`src/rtl/bidir_pkg.sv`:
```
`default_nettype none
// +------------------------------------------------------------------+
// | bidir_pkg : shared state type and phase-timer constants  rev 1.0 |
// +------------------------------------------------------------------+
package bidir_pkg;

   localparam int CNT_W   = 4;
   localparam int CYC_MIN = 1;
   localparam int CYC_MAX = (1 << CNT_W) - 1;

   typedef enum logic [2:0] {
      ST_IDLE    = 3'd0,
      ST_TURN_TX = 3'd1,
      ST_DRIVE   = 3'd2,
      ST_TURN_RX = 3'd3,
      ST_SAMPLE  = 3'd4
   } state_t;

   // Out-of-range cycle counts are clamped so the 4-bit timer never wraps.
   function automatic logic [CNT_W-1:0] cyc_load(input int cyc);
      int c;
      c = (cyc < CYC_MIN) ? CYC_MIN : ((cyc > CYC_MAX) ? CYC_MAX : cyc);
      return CNT_W'(c - 1);
   endfunction

endpackage
`default_nettype wire

```
`src/rtl/bidir_phase_timer.sv`:
```
`default_nettype none
// +------------------------------------------------------------------+
// | bidir_phase_timer : shared down-counter for timed phases rev 1.0 |
// +------------------------------------------------------------------+
import bidir_pkg::*;

module bidir_phase_timer (
   input  logic             clk,
   input  logic             rst_n,
   input  logic             load,
   input  logic [CNT_W-1:0] load_val,
   output logic             done
);

   logic [CNT_W-1:0] cnt;

   always_ff @(posedge clk or negedge rst_n) begin
      if (!rst_n) begin
         cnt <= '0;
      end else if (load) begin
         cnt <= load_val;
      end else if (cnt != '0) begin
         cnt <= cnt - CNT_W'(1);
      end
   end

   assign done = (cnt == '0);

endmodule
`default_nettype wire

```
`src/rtl/bidir_bus_sequencer.sv`:
```
`default_nettype none
// +------------------------------------------------------------------+
// | bidir_bus_sequencer : half-duplex tristate bus sequencer rev 1.0 |
// +------------------------------------------------------------------+
import bidir_pkg::*;

module bidir_bus_sequencer #(
   parameter int WIDTH      = 8,
   parameter int TURN_CYC   = 2,
   parameter int HOLD_CYC   = 3,
   parameter int SAMPLE_CYC = 2
) (
   input  logic             clk,
   input  logic             rst_n,
   input  logic             cmd_valid,
   output logic             cmd_ready,
   input  logic             cmd_write,
   input  logic [WIDTH-1:0] cmd_data,
   output logic             rd_valid,
   output logic [WIDTH-1:0] rd_data,
   output logic             io_oe,
   output logic [WIDTH-1:0] io_out,
   input  logic [WIDTH-1:0] io_in,
   output logic             dir_tx,
   output logic             busy
);

   localparam logic [CNT_W-1:0] TURN_LD   = cyc_load(TURN_CYC);
   localparam logic [CNT_W-1:0] HOLD_LD   = cyc_load(HOLD_CYC);
   localparam logic [CNT_W-1:0] SAMPLE_LD = cyc_load(SAMPLE_CYC);

   state_t           state;
   state_t           state_nxt;
   logic             accept;
   logic             tmr_load;
   logic [CNT_W-1:0] tmr_val;
   logic             tmr_done;
   logic [WIDTH-1:0] wdata;

   bidir_phase_timer u_timer (
      .clk      (clk),
      .rst_n    (rst_n),
      .load     (tmr_load),
      .load_val (tmr_val),
      .done     (tmr_done)
   );

   always_comb begin
      accept    = cmd_valid & cmd_ready;
      state_nxt = state;
      case (state)
         ST_IDLE: begin
            if (accept) begin
               if (cmd_write) state_nxt = dir_tx ? ST_DRIVE : ST_TURN_TX;
               else           state_nxt = dir_tx ? ST_TURN_RX : ST_SAMPLE;
            end
         end
         ST_TURN_TX: if (tmr_done) state_nxt = ST_DRIVE;
         ST_DRIVE:   if (tmr_done) state_nxt = ST_IDLE;
         ST_TURN_RX: if (tmr_done) state_nxt = ST_SAMPLE;
         ST_SAMPLE:  if (tmr_done) state_nxt = ST_IDLE;
         default:    state_nxt = ST_IDLE;
      endcase

      // Every timed state is entered from a different state, so a change is an entry.
      tmr_load = (state_nxt != state) && (state_nxt != ST_IDLE);
      case (state_nxt)
         ST_DRIVE:  tmr_val = HOLD_LD;
         ST_SAMPLE: tmr_val = SAMPLE_LD;
         default:   tmr_val = TURN_LD;
      endcase
   end

   always_ff @(posedge clk or negedge rst_n) begin
      if (!rst_n) begin
         state     <= ST_IDLE;
         cmd_ready <= 1'b0;
         busy      <= 1'b0;
         dir_tx    <= 1'b0;
         io_oe     <= 1'b0;
         io_out    <= '0;
         wdata     <= '0;
         rd_data   <= '0;
         rd_valid  <= 1'b0;
      end else begin
         state     <= state_nxt;
         cmd_ready <= (state_nxt == ST_IDLE);
         busy      <= (state_nxt != ST_IDLE);
         rd_valid  <= 1'b0;

         if (accept && cmd_write) wdata <= cmd_data;

         case (state_nxt)
            ST_IDLE: io_oe <= dir_tx;
            ST_DRIVE: begin
               io_oe  <= 1'b1;
               dir_tx <= 1'b1;
               // Same-direction writes go straight from IDLE, before wdata is loaded.
               if (state != ST_DRIVE) io_out <= (state == ST_IDLE) ? cmd_data : wdata;
            end
            ST_TURN_RX: begin
               io_oe  <= 1'b0;
               dir_tx <= 1'b0;
            end
            default: io_oe <= 1'b0;
         endcase

         if (state == ST_SAMPLE && state_nxt == ST_IDLE) begin
            rd_data  <= io_in;
            rd_valid <= 1'b1;
         end
      end
   end

endmodule
`default_nettype wire

```
`config.mk`:
```
export PLATFORM = sky130hd
export DESIGN_NAME = bidir_bus_sequencer
export DESIGN_NICKNAME = d
export VERILOG_FILES = /design/src/rtl/bidir_pkg.sv /design/src/rtl/bidir_phase_timer.sv /design/src/rtl/bidir_bus_sequencer.sv
export SDC_FILE = /design/constraint.sdc
export NUM_CORES = 1
export LEC_CHECK = 0
export CORE_MARGIN = 1.5
export CORE_UTILIZATION = 49
export DETAILED_ROUTE_END_ITERATION = 12
export PLACE_DENSITY = 0.78
export SLEW_MARGIN = 10
export SYNTH_ARGS = -nofsm -noshare
export SYNTH_HDL_FRONTEND = slang
export SYNTH_SLANG_ARGS = --single-unit
```
`constraint.sdc`:
```
create_clock -name clk -period 2.6 [get_ports clk]
set_input_delay 0.52 -clock clk [delete_from_list [all_inputs] [get_ports clk]]
set_output_delay 0.52 -clock clk [all_outputs]
set_load 0.05 [all_outputs]
```
==> metrics.yaml <==
status: "finished, final reports clean"
drt_iter0_drc: 40
multi_input_area_um2: 760.7
power_switching_uw: 1454
total_power_uw: 3265
yosys-top-cells-area: "dfrtp_1, mux2_2, mux2_4"
report.final.slew_viol_count: 0
cts_buffers: 5
grt_max_degree: 37
syn_avg_cell_area_um2: 13.00
grtUsageTotal: 0.1944
cp-end-kind: "register"
swShare: 0.4454
clock_sinks: 36
hold_viol_final: 0
syn_nets: 155
hpwl_um: 2474
setup_viol: 0
hold_class: "in -> async"
pwr-share-seq: 0.313
crit_arrival_ns: 2.61
wl_per_cell_um: 14.79
rsz0062_at_grt: "false"
crit_path_max_incr_delay_ns: 0.54
period_needed_ns: 2.373
crit_path_top_delay_cell: "or3b_1"
postCtsSetupRepairBufs: 0
maxSlewHeadroom: 0.4871
rows: 21
regArea_um2: 900.9
fmax_ghz: 0.4214
nFillCells: 275
grt_overflow: 0
grt_pass1_vias: 1225
maxCapViolCount: 0
drt_pre_antenna_iters: 4
antenna_cells: 0
wirelength_um: 3327
clock-root-buffer: "clkbuf_4"
io_pins: 41
dieHeight_um: 62.19
fin_crit_sh: 0.9127
place_congestion: 0.8385
die_area_um2: 3868
post-route-drc-count: 0
viasPerCell: 5.298
yosys.area.top_type_share: 0.5248
crit_fanout: 9
fp.dieW_um: 62.19
final_cell_area_um2: 2213
leakagePower_uw: 0.0009893
antenna_found_initial: 0
synth_top_area_cell: "dfrtp_1"
ys_seq_area_frac: 0.5248
crit_type: "reg -> reg"
max_slew.worst_pin.slew_ns: 0.7693
cts_resized: 0
clk_pin_slew_worst_paths_ns: 0.11
initial_core_util: 0.5144
clk_latency_ns: 0.34
synthCells: 132
io_buffer_count: 40
path_cells: "inv_1, ha_1, or3b_1, xnor2_1, nand2_1, a21o_1, mux2_4"
peakVddDrop_mv: 0.8271
power_density_nw_per_um2: 1475
holdBufCountCts: 0
cts_max_path_buffers: 2
drive_gt1_frac: 0.2905
finClkSkew_ns: 0.01257
cts_tree: "done"
path_buf_inv: 1
coreArea_um2: 3337
area_growth_pct: 28.94
synth_seq_cells: 36
critical-path-top-delay-family: "simple AND/OR/NAND/NOR gates"
synth.distinct_cells: 35
start_kind: "register"
place_area_um2: 2167
p_int_uw: 1811
syn_area_um2: 1717
num_vias: 1192
worstPathRequired_ns: 2.83
clockPowerShare: 0.084
cts_max_level: 2
comb_power_share: 0.602
grt_first_pass_wirelength_um: 5816
nNetsFinal: 202
fin_util: 0.6633
yosysWarnings: 0
ant_nets: 0
-- through the flow --
| stage | cells | setup TNS (ns) | hold slack (ns) | setup slack [ns] |
|---|---|---|---|---|
| detailed placement | 218 | -0.08047 | 0.4951 | -0.08047 |
| floorplan | 132 | 0 | 0.2244 | 0.2732 |
| global placement | 218 | -0.03277 | 0.4835 | -0.03277 |
| finish | 225 | 0 | 0.2405 | 0.2270 |
| CTS | 225 | 0 | 0.2685 | 0.2016 |
| global route | 225 | 0 | 0.3067 | 0.07200 |
-- worst paths after layout --
check / from / end / slack (ns) / cells after the start
setup / recovery: u_timer.cnt[0] / io_out[5] / 0.23 / 7
hold / removal: rst_n / dir_tx / 0.24 / 1
setup reg to reg: u_timer.cnt[0] / io_out[5] / 0.23 / 7
hold reg to reg: wdata[2] / wdata[2] / 0.52 / 1
max in group asynchronous: rst_n / u_timer.cnt[0] / 1.86 / 1
min in group clk: wdata[2] / wdata[2] / 0.52 / 1
-- cell families (layout without fill, tap and decap cells) --
kind of cell	count (synthesis)	after routing	share of synthesized area
AO/OA/AOI/OAI	14	14	0.06560
XOR/XNOR	2	2	0.01021
adder cells (fa/ha/maj)	3	3	0.02187
buffers and inverters	10	57	0.03206
flip-flops	36	36	0.5248
multiplexers	33	33	0.2332
AND/OR/NAND/NOR	34	34	0.1123
-- cell usage in the layout (no fill, tap or decap), types with 2 or more instances in the layout --
cell type,count
clkdlybuf4s50_1,39
dfrtp_1,36
mux2_2,24
mux2_4,8
nand2_1,7
inv_1,6
nand3_1,6
nor2_1,5
clkbuf_4,5
a21oi_1,4
buf_4,4
nor3_1,3
ha_1,3
nor3b_1,2
nor2b_1,2
xnor2_1,2
o21ai_0,2
-- power groups by stage --
stage / Clock [uW] / Combinational, uW / Sequential, uW
6_report: 275 / 1970 / 1020
5_1_grt: 317 / 2100 / 1060
4_1_cts: 287 / 1980 / 1030
3_5_place_dp: 0 / 1970 / 1040
3_3_place_gp: 0 / 1920 / 1020
2_1_floorplan: 0 / 916 / 1540
-- final cells by class --
cell class	instances	area share
tap	46	0.02600
multi-input combinational	86	0.3437
inverter	6	0.01018
sequential	36	0.4070
timing repair buffer	44	0.1922
clock inverter	1	0.002261
clock buffer	6	0.01865
-- worst reg2reg max path, delay by kind of cell (launching register included) --
| family | cells | cell delay, ns |
|---|---|---|
| compound gates | 1 | 0.43 |
| xor+xnor | 1 | 0.19 |
| fa+ha+maj | 1 | 0.19 |
| buf+inv | 1 | 0.10 |
| flops | 1 | 0.40 |
| mux | 1 | 0.35 |
| simple gates | 2 | 0.61 |
-- state kept, by name (all words and copies together) (netlist names) --
register     cells
state            3
rd_valid         1
u_timer.cnt      4
io_oe            1
cmd_ready        1
io_out           8
dir_tx           1
busy             1
wdata            8
rd_data          8
-- metal layers --
layer  routed length [um]  vias to the layer above  GRT usage
li1                     -                      559          -
met1                 1439                      586     0.2491
met2                 1615                       42     0.3098
met3                  213                        5    0.06159
met4                   58                        0    0.07500
met5                    0                        -          0
-- Yosys cell counts --
library cell,instances
o21ai_4,1
and3b_1,1
or3_2,1
nand3_1,6
nand4_1,1
nand3_2,1
xnor2_1,2
and2_2,1
clkbuf_2,1
buf_6,2
buf_2,1
nor3_1,3
or3b_1,1
mux2_4,8
mux2i_1,1
nor2_1,5
o21a_1,1
and4b_1,1
a21o_1,1
dfrtp_1,36
a32o_1,1
o21ai_0,2
nand2_1,7
o31a_1,1
o211ai_2,1
a31o_2,1
inv_1,6
o221a_2,1
ha_1,3
nor3b_1,2
a21oi_1,4
nor2b_1,2
mux2_2,24
nor3_2,1
nor2_2,1
(Power assumes the default switching activity.)
